`config.mk`:
```
export PLATFORM = sky130hd
export DESIGN_NAME = bsg_fifo_1r1w_rr_ctrl
export DESIGN_NICKNAME = d
export VERILOG_FILES = /design/src/rtl/bsg_fifo_1r1w_rr_ctrl.sv
export SDC_FILE = /design/constraint.sdc
export NUM_CORES = 1
export LEC_CHECK = 0
export BUFFER_PORTS_ARGS = -buffer_cell sky130_fd_sc_hd__buf_2
export CORE_MARGIN = 4
export CORE_UTILIZATION = 30
export CTS_CLUSTER_DIAMETER = 150
export CTS_CLUSTER_SIZE = 12
export DETAILED_ROUTE_END_ITERATION = 7
export PLACE_DENSITY = 0.91
export SYNTH_ARGS = -nofsm -noshare
export SYNTH_HDL_FRONTEND = slang
export SYNTH_SLANG_ARGS = --single-unit
```
`constraint.sdc`:
```
create_clock -name clk_i -period 2.8 [get_ports clk_i]
set_clock_uncertainty 0.15 [all_clocks]
set_input_delay 0.28 -clock clk_i [delete_from_list [all_inputs] [get_ports clk_i]]
set_output_delay 0.28 -clock clk_i [all_outputs]
set_load 0.05 [all_outputs]
```
`src/rtl/bsg_fifo_1r1w_rr_ctrl.sv`:
```
// Two-producer, one-consumer FIFO controller for an external 1r1w memory
// (synchronous write, combinational read), with round-robin write arbitration.

module bsg_fifo_1r1w_rr_ctrl #(
    parameter int width_p = 30,
    parameter int els_p   = 2
) (
    input  logic                       clk_i,
    input  logic                       reset_n_i,
    input  logic                       v0_i,
    input  logic [width_p-1:0]         data0_i,
    output logic                       ready0_o,
    input  logic                       v1_i,
    input  logic [width_p-1:0]         data1_i,
    output logic                       ready1_o,
    output logic                       v_o,
    output logic [width_p-1:0]         data_o,
    input  logic                       yumi_i,
    output logic [$clog2(els_p+1)-1:0] count_o,
    output logic                       mem_w_v_o,
    output logic [$clog2(els_p)-1:0]   mem_w_addr_o,
    output logic [width_p-1:0]         mem_w_data_o,
    output logic                       mem_r_v_o,
    output logic [$clog2(els_p)-1:0]   mem_r_addr_o,
    input  logic [width_p-1:0]         mem_r_data_i
);

    localparam int lg_lp    = $clog2(els_p);
    localparam int ptr_w_lp = lg_lp + 1;
    localparam int cnt_w_lp = $clog2(els_p + 1);
    localparam logic [ptr_w_lp-1:0] ptr_one_lp = {{(ptr_w_lp-1){1'b0}}, 1'b1};
    localparam logic [cnt_w_lp-1:0] cnt_one_lp = {{(cnt_w_lp-1){1'b0}}, 1'b1};

    // Pointer MSB is the wrap bit; plain increment wraps the index and toggles it.
    logic [ptr_w_lp-1:0] wptr_q, wptr_d, rptr_q, rptr_d;
    logic [cnt_w_lp-1:0] count_q, count_d;
    logic                prio_q, prio_d;
    logic                grant0_s, grant1_s, empty_s, full_s, enq_s, deq_s;

    // Arbitration, handshakes and next-state computation.
    always_comb begin
        grant0_s = v0_i & (~v1_i | ~prio_q);
        grant1_s = v1_i & (~v0_i |  prio_q);
        empty_s  = (wptr_q == rptr_q);
        full_s   = (wptr_q[lg_lp-1:0] == rptr_q[lg_lp-1:0]) & (wptr_q[lg_lp] != rptr_q[lg_lp]);
        enq_s    = (grant0_s | grant1_s) & ~full_s;
        deq_s    = yumi_i & ~empty_s;

        wptr_d  = wptr_q;
        rptr_d  = rptr_q;
        prio_d  = prio_q;
        count_d = count_q;

        if (enq_s) begin
            wptr_d = wptr_q + ptr_one_lp;
            // Priority goes to whichever producer was not just served.
            prio_d = grant0_s;
        end else begin
            wptr_d = wptr_q;
        end

        if (deq_s) begin
            rptr_d = rptr_q + ptr_one_lp;
        end else begin
            rptr_d = rptr_q;
        end

        case ({enq_s, deq_s})
            2'b10:   count_d = count_q + cnt_one_lp;
            2'b01:   count_d = count_q - cnt_one_lp;
            default: count_d = count_q;
        endcase
    end

    // Controller state registers.
    always_ff @(posedge clk_i or negedge reset_n_i) begin
        if (!reset_n_i) begin
            wptr_q  <= '0;
            rptr_q  <= '0;
            count_q <= '0;
            prio_q  <= 1'b0;
        end else begin
            wptr_q  <= wptr_d;
            rptr_q  <= rptr_d;
            count_q <= count_d;
            prio_q  <= prio_d;
        end
    end

    assign ready0_o     = grant0_s & ~full_s;
    assign ready1_o     = grant1_s & ~full_s;
    assign v_o          = ~empty_s;
    assign data_o       = mem_r_data_i;
    assign count_o      = count_q;
    assign mem_w_v_o    = enq_s;
    assign mem_w_addr_o = wptr_q[lg_lp-1:0];
    assign mem_w_data_o = grant1_s ? data1_i : data0_i;
    assign mem_r_v_o    = ~empty_s;
    assign mem_r_addr_o = rptr_q[lg_lp-1:0];

    bsg_fifo_1r1w_rr_ctrl_chk u_chk (
        .clk_i     (clk_i),
        .reset_n_i (reset_n_i),
        .yumi_i    (yumi_i),
        .v_i       (~empty_s),
        .ready0_i  (ready0_o),
        .ready1_i  (ready1_o)
    );

endmodule

// Protocol checker: illegal consumer yumi and mutually exclusive producer readies.
module bsg_fifo_1r1w_rr_ctrl_chk (
    input logic clk_i,
    input logic reset_n_i,
    input logic yumi_i,
    input logic v_i,
    input logic ready0_i,
    input logic ready1_i
);

    logic [7:0] fire_q;

    // Counts illegal yumi events; the controller itself ignores them.
    always_ff @(posedge clk_i or negedge reset_n_i) begin
        if (!reset_n_i) begin
            fire_q <= 8'd0;
        end else if (yumi_i) begin
            a_yumi_needs_v: assert (v_i) else fire_q <= fire_q + 8'd1;
        end else begin
            fire_q <= fire_q;
        end
    end

    // At most one producer may be accepted per cycle.
    always_ff @(posedge clk_i) begin
        if (reset_n_i) begin
            a_one_ready: assert (!(ready0_i && ready1_i));
        end
    end

endmodule

```
* After elaboration in Yosys (flattened, before gate mapping) *
Cells that the tools add are included.

cells by class
  $add $sub $neg = 4
  equal/unequal tests = 5
  muxes and demuxes = 2
  bitwise logic cells = 15
  reduce and logical (&&, ||, !) cells = 1

operators by type and width
  kind                                               count
  two-way mux 30 bit                                 1
  AND 1 bit                                          7
  adder 2 x 1 -> 2 bit (second input constant)       3
  NOT 1 bit                                          5
  case mux 2 bit (2 select lines)                    1
  OR 1 bit                                           3
  == test 2 x 1 -> 1 bit (second input constant)     1
  == test 2 bit                                      1
  == test 2 bit (second input constant)              1
  nonzero test 2 bit                                 1
  subtractor 2 x 1 -> 2 bit (second input constant)  1
  == test 1 bit                                      1
  inequality test 1 bit                              1

word-level totals
  register bits after elaboration = 7
  input bits = 95
  output and inout port bits = 69

* Longest topological paths before layout *
Gate-level depths: netlist of run 1.

  depth in word-level cells = 7
  mapped depth = 7
  mapped depth without buffers = 7

* Worst setup path after synthesis of run 1 *
Ideal clock, no wire load.

  path kind = reg-to-output
  start point = register rptr_q[0]
  end point = output ready0_o
  arrival time = 1,923 ps
  required time = 2,370 ps
  setup slack = 447 ps
  cell stages (with the launch flop) = 4
  cell sequence = dfrtp_1 -> xor2_1 -> o21ai_0 -> a21oi_1

on the way
  longest elaborated chain between the ends = 4

ends and longest elaborated chain
  item                      line  source
  start: declaration        35    logic [ptr_w_lp-1:0] wptr_q, wptr_d, rptr_q, rptr_d;
  start signal: assignment  84    rptr_q <= rptr_d;
  == test 1 bit             45    full_s = (wptr_q[lg_lp-1:0] == rptr_q[lg_lp-1:0]) & (wptr_q[lg_lp] != rptr_q[lg_lp]);
  AND 1 bit                 45
  NOT 1 bit                 90    assign ready0_o = grant0_s & ~full_s;
  AND 1 bit                 90
  end: declaration          12    output logic ready0_o,

Every way passes these cells.

* Worst setup path after layout of run 1 *
  start point = register prio_q
  end point = output mem_w_data_o[28]

on the way
  longest elaborated chain between the ends = 3

ends and longest elaborated chain
  item                      line  source
  start: declaration        37    logic prio_q, prio_d;
  start signal: assignment  86    prio_q <= prio_d;
  OR 1 bit                  43    grant1_s = v1_i & (~v0_i | prio_q);
  AND 1 bit                 43
  two-way mux 30 bit        97    assign mem_w_data_o = grant1_s ? data1_i : data0_i;
  end: declaration          22    output logic [width_p-1:0] mem_w_data_o,

Every way passes these cells.

==> results of run 1 <==
-- sequential cells by signal, indices dropped and copies added (netlist names) --
register  count
count_o       2
rptr_q        2
wptr_q        2
prio_q        1
-- tightest hold or removal path: stages --
cell and delay, ns:
buf_2 0.10, o211ai_1 0.09, xnor2_1 0.08
-- routing by layer --
layer  vias up  wire length (um)  part of all wire (%)  track usage (%)
li1        457                 -                     -                -
met2        64              1397                    52            21.11
met5         -                 0                     0                0
met1       427               943                    35            10.90
met3         6               336                    12            2.564
met4         0                25                  0.92            4.663
-- cell families after synthesis --
family                   Yosys count
XOR/XNOR                          11
AND/OR/NAND/NOR                    2
AO/OA/AOI/OAI                     10
multiplexers                      31
flip-flops                         7
adder cells (fa/ha/maj)            1
buffers and inverters             37
-- final timing paths --
| path | cells after the start | end | slack (ns) |
|---|---|---|---|
| hold reg to reg | 1 | count_o[1] | 0.33 |
| max in group asynchronous | 2 | wptr_q[1] | 2.10 |
| min in group asynchronous | 2 | wptr_q[0] | 0.24 |
| setup reg to reg | 5 | count_o[1] | 1.00 |
| setup / recovery | 4 | mem_w_data_o[28] | 0.48 |
| hold / removal | 3 | rptr_q[1] | 0.19 |
-- timing repair --
action | CTS | global route
hold buffers | 1 | 0
endpoints found under the setup margin | 0 | 0
endpoints found under the hold margin | 7 | 0
-- cell usage in the layout (no fill, tap or decap), types with 2 or more instances in the layout --
cell / n
a21oi_1: 3
buf_2: 103
clkbuf_4: 3
dfrtp_1: 7
inv_1: 3
mux2_1: 2
mux2_2: 28
o21ai_0: 2
xnor2_1: 7
xor2_1: 4
-- where the power goes --
part / internal [uW] / total [uW] / switching (uW)
Sequential: 162 / 233 / 70.9
Combinational: 364 / 1180 / 814
Clock: 52.2 / 90.5 / 38.3
Total: 579 / 1500 / 923
-- cell type report --
type                            count  area (sq um)  area share [%]
Timing Repair Buffer              105         545.5           40.33
Multi-Input combinational cell     55         538.0           39.78
Inverter                            3         11.26          0.8326
Clock inverter                      1         5.005          0.3700
Tap cell                           44         55.05           4.070
Clock buffer                        3         22.52           1.665
Sequential cell                     7         175.2           12.95
-- metrics by stage --
step	power (uW)	setup WS (ns)	instances	util [%]	area [sq um]
final	1502	0.4762	218	43.59	1353
after floorplan	1308	0.4473	99	-	991.0
after global placement	1398	0.6879	213	42.38	1315
after global routing	1593	0.3495	218	43.59	1353
after detailed placement	1417	0.6429	213	42.38	1315
after CTS	1519	0.4081	218	43.59	1353
==> summary.txt, run 1 <==
Run status
  – Status: finished clean

Critical path
  – CP Cell Sequence: o21ai_4 -> buf_12 -> mux2_2 -> buf_2
  – R2R Path Start: rptr_q[0]
  – Critical Path Source: prio_q
  – Critical Path Max Stage Delay: 0.45 ns
  – CP Launch Type: flop
  – Worst path slowest cell: o21ai_4
  – CP Data Arrival Time: 1.89 ns
  – Critical Path RT: roughly 2.4 ns
  – Crit-path leading delay family: compound AO/OA/AOI/OAI gates
  – CP Max Fanout: 17
  – Worst Path Class, Setup: flop to output port
  – WP buf/inv: 2
  – Capturing element type of the critical path: output port

Logic synthesis
  – Largest family of logic cells by synthesized area: multiplexers
  – Yosys top cell by area: mux2_2
  – Synth Area in XOR/XNOR: 9.722%
  – Synth Instances: 99
  – Syn_nets: 195
  – Syn avg cell area: 10.01 sq um
  – Top post-synthesis cells by count: 31 x buf_4, 28 x mux2_2, 7 x dfrtp_1, 7 x xnor2_1, 4 x xor2_1
  – Post-synth top area share: 31.82%
  – Synth Area in Adders: 1.263%
  – Post-Synth Simple-Gate Area: less than 1%
  – Seq/Total Area, Yosys: between 15 and 20%
  – Compound-Gate Fraction of Synth Area: 7.449%
  – Post-synth cell types: 19
  – Async SR Flop Fraction: 100.0%
  – Post-synthesis mux area share: 35.10%
  – Area of the mapped netlist: 991.0 sq um
  – Top_reg_cell synth: dfrtp_1
  – Yosys warns: 0
  – Most common cell in the netlist: buf_4
  – FF+latch count, synth: 7
  – Synth top area cells: mux2_2 32%, buf_4 23%, dfrtp_1 18%
  – Post-synth EDFFs: 0

Power
  – Cell Pwr Density: between 1000 and 1500 mW/mm^2
  – LEAKAGE: 0.0007251 uW
  – Peak supply drop: 0.9245 mV

GRT
  – Largest net degree at the start of global routing: 18
  – Number of global-route vias before repair: 888
  – First-pass GRT wire length: 3732 um
  – GRT Util Overall: a little over a tenth
  – Initial antenna violation count: 0
  – GR Overflow Total: 0

Route
  – # DRC: 0
  – Final ANT Viol Nets: 0
  – Avg WL per Cell: 12.40 um
  – Vias: 954
  – Initial drt markers: 12
  – Via/cell ratio: 4.376
  – Drt pass-1 iters: 4
  – Total Routed Length: around 2700 um

Clocking
  – Worst skew pair latency: 0.25 ns
  – Post-CTS resize count: 0
  – Reg clk slew, reported paths: 0.05 ns
  – Clock Tree Buf Depth: 2
  – H-tree levels: 1
  – CTS tree: yes
  – CTS sink count: 7
  – Cts bufs inserted: 3
  – Setup Fix Bufs, Post-CTS: 0
  – Root Buffer: clkbuf_4

Placement
  – IO Port Bufs: 103
  – Routability cong.: just over 0.7
  – Hpwl dp: 2373 um

Die
  – Initial Utilization: 31.94%
  – Die Wd: 65.48 um
  – Core area: 0.003103 sq mm
  – Core Rows: 20
  – Die Span Y: 65.48 um
  – Num ports: 164
  – Die area: 0.004287 sq mm

STA
  – Final setup viols: 0
  – Worst slew pin tran: 0.5221 ns
  – Final hold vios: 0
  – Worst Hold Slack: 0.1909 ns
  – Crit path time final: about 2.3 ns
  – Setup TNS: 0 ns
  – Unrepaired setup endpoints after global routing: false
  – Final worst-path cycle share: 82.99%
  – Final Max Tran Viols: 0
  – Max Fclk: about 430 MHz
  – Slew Limit Headroom: about two thirds

Min path
  – HP Start: yumi_i
  – Hold Crit Class: input pin to flop

Layout
  – Antenna diodes: 0
  – Syn-to-layout area delta: 36.49%
  – Share of layout cells above drive strength 1: 79.31%
  – # nets final: approximately 270
  – Number of fill cells in the layout: 318

Job
  – Max Cap Viol: 0
(Power assumes the default switching activity.)
==> inputs of run 2 (changes only) <==
--- a/config.mk
+++ b/config.mk
@@ -7,11 +7,11 @@
 export LEC_CHECK = 0
 export BUFFER_PORTS_ARGS = -buffer_cell sky130_fd_sc_hd__buf_2
 export CORE_MARGIN = 4
-export CORE_UTILIZATION = 30
+export CORE_UTILIZATION = 25
 export CTS_CLUSTER_DIAMETER = 150
 export CTS_CLUSTER_SIZE = 12
 export DETAILED_ROUTE_END_ITERATION = 7
-export PLACE_DENSITY = 0.91
+export PLACE_DENSITY = 0.82
 export SYNTH_ARGS = -nofsm -noshare
 export SYNTH_HDL_FRONTEND = slang
 export SYNTH_SLANG_ARGS = --single-unit
==> constraint.sdc (replaced) <==
create_clock -name clk_i -period 2.1 [get_ports clk_i]
set_clock_uncertainty 0.15 [all_clocks]
set_input_delay 0.21 -clock clk_i [delete_from_list [all_inputs] [get_ports clk_i]]
set_output_delay 0.21 -clock clk_i [all_outputs]
set_load 0.05 [all_outputs]
==> run 2 against run 1 <==
Net effect: non-clock buffer count unchanged; sequential share of layout area decreased by 0.25 points; sequential power increased by 33%; routed wire length increased by 9.0%; register-to-register slack got worse by 0.68 ns; worst setup slack got worse by 0.37 ns; critical endpoint is now mem_w_data_o[13]; highest routed layer unchanged.
==> summary.txt, run 2 (synthesis results as in run 1) <==
Die
  – Initial Utilization: a little over a quarter
  – Core area: 0.003744 sq mm
  – Core Rows: 22
  – Die Span Y: 70.96 um
  – Num ports: 164
  – Die Wd: 70.96 um
  – Die area: 0.005035 sq mm

STA
  – Max Fclk: 501.8 MHz
  – Slew Limit Headroom: ~77%
  – Setup TNS: 0 ns
  – Final Max Tran Viols: 0
  – Unrepaired setup endpoints after global routing: false
  – Final hold vios: 0
  – Crit path time final: 1.993 ns
  – Final setup viols: 0
  – Final worst-path cycle share: 94.90%
  – Worst slew pin tran: 0.3503 ns

Route
  – Drt pass-1 iters: 4
  – Vias: 964
  – Total Routed Length: 2946 um
  – Final ANT Viol Nets: 0
  – Via/cell ratio: 4.342
  – Initial drt markers: 10
  – Avg WL per Cell: 13.27 um
  – # DRC: 0

Clocking
  – Cts bufs inserted: 3
  – Setup Fix Bufs, Post-CTS: 0
  – Reg clk slew, reported paths: 0.04 ns
  – Clock Tree Buf Depth: 2
  – CTS sink count: 7
  – H-tree levels: 1
  – CTS tree: yes
  – Worst skew pair latency: 0.23 ns
  – Root Buffer: clkbuf_8

Power
  – Overall Power: between 2000 and 2500 uW
  – Cell Pwr Density: 1511 mW/mm^2
  – LEAKAGE: 0.0007302 uW
  – Peak supply drop: 1.057 mV

GRT
  – GR Util met2: 19.46%
  – GR peak layer: met2
  – GRT Util Overall: a little over a tenth
  – Met1 Resource Use GR: between 10% and 20%
  – Largest net degree at the start of global routing: 31
  – Number of global-route vias before repair: between 1000 and 1500
  – GR Overflow Total: 0
  – Initial antenna violation count: 0
  – First-pass GRT wire length: 4512 um
  – Global Route met3 Usage: 3.693%

Layout
  – Syn-to-layout area delta: 39.14%
  – Most frequent cells in the layout: 103 x buf_2, 28 x mux2_2, 7 x xnor2_1, 7 x dfrtp_1, 4 x xor2_1
  – # nets final: 271
  – Share of layout cells above drive strength 1: 79.31%
  – Most common cell after layout, fill and taps aside: buf_2
  – Antenna diodes: 0

Job
  – Max Cap Viol: 0

Critical path
  – Capturing element type of the critical path: output port
  – CP Max Fanout: 30
  – R2R depth: 6
  – CP Data Arrival Time: 1.63 ns
  – Critical Path RT: 1.74 ns
  – Worst Path Class, Setup: flop to output port
  – R2R Path Start: rptr_q[0]
  – CP Launch Type: flop
  – Flop-to-flop setup slack: ~0.32 ns
  – Reg-to-Reg End: count_o[1]

Min path
  – Worst Hold Endpoint: rptr_q[1]
  – Hold path depth: 3
  – HP Start: yumi_i
  – Hold Crit Class: input pin to flop

Placement
  – Hpwl dp: roughly 2600 um
  – IO Port Bufs: 103
  – Routability cong.: between 0.8 and 0.9

Run status
  – Status: finished clean
## run 2: worst max-delay path by stage
stage / startpoint / to / slack, ns
2_1_floorplan: rptr_q[0] / ready1_o / 0.02
3_3_place_gp: prio_q / mem_w_data_o[22] / 0.35
3_5_place_dp: rptr_q[0] / count_o[1] / 0.32
4_1_cts: prio_q / mem_w_data_o[22] / 0.08
5_1_grt: rptr_q[0] / ready0_o / 0.004
6_report: prio_q / mem_w_data_o[13] / 0.11
## run 2: stage by stage
stage	cells	instance area [sq um]	setup WS [ns]	hold slack, ns	utilization (%)
CTS	222	1379	0.07938	0.1556	36.83
floorplan	99	994.7	0.02022	-0.2356	-
global placement	217	1324	0.3470	-0.09781	35.36
global route	222	1379	0.003693	0.1992	36.83
finish	222	1379	0.1072	0.1661	36.83
detailed placement	217	1324	0.3195	-0.09823	35.36
## run 2: what timing repair did
item                       CTS  global route
resized for setup            0             0
setup endpoints to repair    0             0
hold endpoints to repair     7             0
hold buffers                 1             0
## run 2: area by class of cell
type | instances | area (sq um)
Inverter | 3 | 11.26
Fill cell | 381 | 2365
Clock buffer | 4 | 45.04
Tap cell | 48 | 60.06
Sequential cell | 7 | 175.2
Timing Repair Buffer | 105 | 545.5
Multi-Input combinational cell | 55 | 541.8
## run 2: metal layers
| metal | wire length (um) | share of wire [%] |
|---|---|---|
| met5 | 0 | 0 |
| met4 | 26 | 0.88 |
| met3 | 375 | 13 |
| met2 | 1451 | 49 |
| met1 | 1093 | 37 |
## run 2: report_power, final
group          internal (uW)  leakage [uW]  total, uW  switching (uW)
Combinational            488      0.000626       1580            1100
Clock                    131     0.0000228        189            58.1
Sequential               217     0.0000816        311            94.2
## run 2: worst max-delay path, cell delays in order, from the launching register on
cell and delay [ns]:
dfrtp_1 0.42, o21ai_4 0.18, buf_12 0.21, mux2_2 0.36
buf_2 0.21
==> inputs of run 3 (changes only) <==
--- a/config.mk
+++ b/config.mk
@@ -5,7 +5,7 @@
 export SDC_FILE = /design/constraint.sdc
 export NUM_CORES = 1
 export LEC_CHECK = 0
-export BUFFER_PORTS_ARGS = -buffer_cell sky130_fd_sc_hd__buf_2
+export BUFFER_PORTS_ARGS = -buffer_cell sky130_fd_sc_hd__clkbuf_2
 export CORE_MARGIN = 4
 export CORE_UTILIZATION = 25
 export CTS_CLUSTER_DIAMETER = 150
==> run 3 against run 2 <==
Net effect: clock power hardly changed; combinational power hardly changed; sequential power hardly changed; critical endpoint is now mem_w_data_o[22]; highest routed layer unchanged; register-to-register slack hardly changed; routed wire length hardly changed; fmax is 1.6% lower.
==> summary.txt, run 3 (synthesis results as in run 1) <==
STA
  – Final setup viols: 0
  – Worst slew pin tran: 0.3134 ns
  – Final Max Tran Viols: 0
  – Final hold vios: 0
  – Unrepaired setup endpoints after global routing: false
  – Slew Limit Headroom: 78.96%
  – Final worst-path cycle share: 96.43%
  – Setup WS post-layout: 0.07505 ns
  – Crit path time final: 2.025 ns
  – Max Fclk: 493.8 MHz
  – Setup TNS: 0 ns

Die
  – Die area: 0.005035 sq mm
  – Die Span Y: 70.96 um
  – Num ports: approximately 160
  – Core Rows: 22
  – Die Wd: 70.96 um
  – Core area: roughly 0.0037 sq mm
  – Initial Utilization: 26.47%

Power
  – Peak supply drop: 0.9511 mV
  – Cell Pwr Density: 1521 mW/mm^2
  – LEAKAGE: 0.0007578 uW

GRT
  – Number of global-route vias before repair: 949
  – GR Overflow Total: 0
  – Initial antenna violation count: 0
  – GRT Util Overall: between 10% and 20%
  – Largest net degree at the start of global routing: 31
  – First-pass GRT wire length: 4436 um

Critical path
  – WP buf/inv: 2
  – Critical path depth in cells: 4
  – Critical Path Max Stage Delay: about 0.42 ns
  – Crit-path leading delay family: buffers and inverters
  – CP Cell Sequence: o21ai_4 -> buf_12 -> mux2_2 -> clkbuf_2
  – Worst Path Class, Setup: flop to output port
  – Critical Path Source: prio_q
  – CP Launch Type: flop
  – CP Max Fanout: 30
  – R2R Path Start: rptr_q[0]
  – Critical Path RT: ~1.7 ns
  – Capturing element type of the critical path: output port
  – R2R depth: 5
  – Worst path slowest cell: dfrtp_1
  – CP Data Arrival Time: 1.66 ns

Route
  – Avg WL per Cell: 13.20 um
  – Total Routed Length: roughly 3000 um
  – # DRC: 0
  – Initial drt markers: 13
  – Vias: approximately 950
  – Final ANT Viol Nets: 0
  – Via/cell ratio: 4.274
  – Drt pass-1 iters: 3

Placement
  – IO Port Bufs: approximately 100
  – Cell count after placement: 218
  – Hpwl dp: 2618 um
  – Routability cong.: 0.7586
  – Pre-CTS setup slack: 0.2998 ns

Layout
  – Syn-to-layout area delta: 39.90%
  – Final Util: 37.03%
  – Most common cell after layout, fill and taps aside: clkbuf_2
  – # nets final: around 270
  – Most frequent cells in the layout: 103 x clkbuf_2, 28 x mux2_2, 7 x xnor2_1, 7 x dfrtp_1, 4 x xor2_1
  – Antenna diodes: 0
  – Area of the multi-input gates: 541.8 sq um
  – Share of layout cells above drive strength 1: 79.43%
  – Final non-filler cell total: 223
  – Storage element area: about 180 sq um
  – Number of fill cells in the layout: 391

Clocking
  – Clock Tree Buf Depth: 2
  – H-tree levels: 1
  – Reg clk slew, reported paths: ~0.04 ns
  – CTS tree: yes
  – CTS sink count: 7
  – Worst skew pair latency: 0.23 ns
  – Setup Fix Bufs, Post-CTS: 0
  – Cts bufs inserted: 3
  – Root Buffer: clkbuf_8

Job
  – Max Cap Viol: 0

Min path
  – Hold Crit Class: input pin to flop
  – Hold path depth: 3
  – HP Start: yumi_i

Run status
  – Status: finished clean
==> run 3: final cells by class <==
| class | instances | share of cell area (%) |
|---|---|---|
| clock buffer | 4 | 3.249 |
| inverter | 3 | 0.8123 |
| multi-input combinational | 55 | 39.08 |
| sequential | 7 | 12.64 |
| tap | 48 | 4.332 |
| timing repair buffer | 106 | 39.89 |
==> run 3: worst paths after layout <==
kind	endpoint	slack, ns
setup / recovery	mem_w_data_o[22]	0.08
hold / removal	rptr_q[1]	0.14
setup reg to reg	count_o[1]	0.33
hold reg to reg	count_o[1]	0.32
max in group asynchronous	wptr_q[0]	1.40
min in group asynchronous	rptr_q[1]	0.22
==> run 3: repair_timing <==
action                                 4_1_cts  5_1_grt
resized for setup                            0        0
endpoints found under the hold margin        7        0
hold buffers                                 1        0
==> run 3: per-layer routing <==
layer	vias up	global-route usage, %	wire (um)
li1	458	-	-
met4	0	4.802	37
met1	415	11.74	996
met3	8	3.409	423
met5	-	0	0
met2	72	18.64	1487
==> run 3: through the flow <==
stage	power [uW]	hold slack, ns	cell area [sq um]
after floorplan	1750	-0.2356	994.7
after global placement	1909	-0.09342	1331
after detailed placement	1936	-0.09352	1331
after CTS	2139	0.1352	1386
after global routing	2235	0.1679	1386
final	2108	0.1402	1386
==> run 3: worst reg2reg max path: cells and delay by family, from the launching register on <==
family / cells / cell delay (ns)
fa+ha+maj: 1 / 0.35
compound gates: 1 / 0.15
xor+xnor: 2 / 0.48
flops: 1 / 0.44
simple gates: 1 / 0.13
==> run 3: power breakdown <==
group	switching [uW]	internal, uW	total (uW)
Sequential	95.1	217	312
Clock	55.7	131	187
Combinational	1100	506	1610
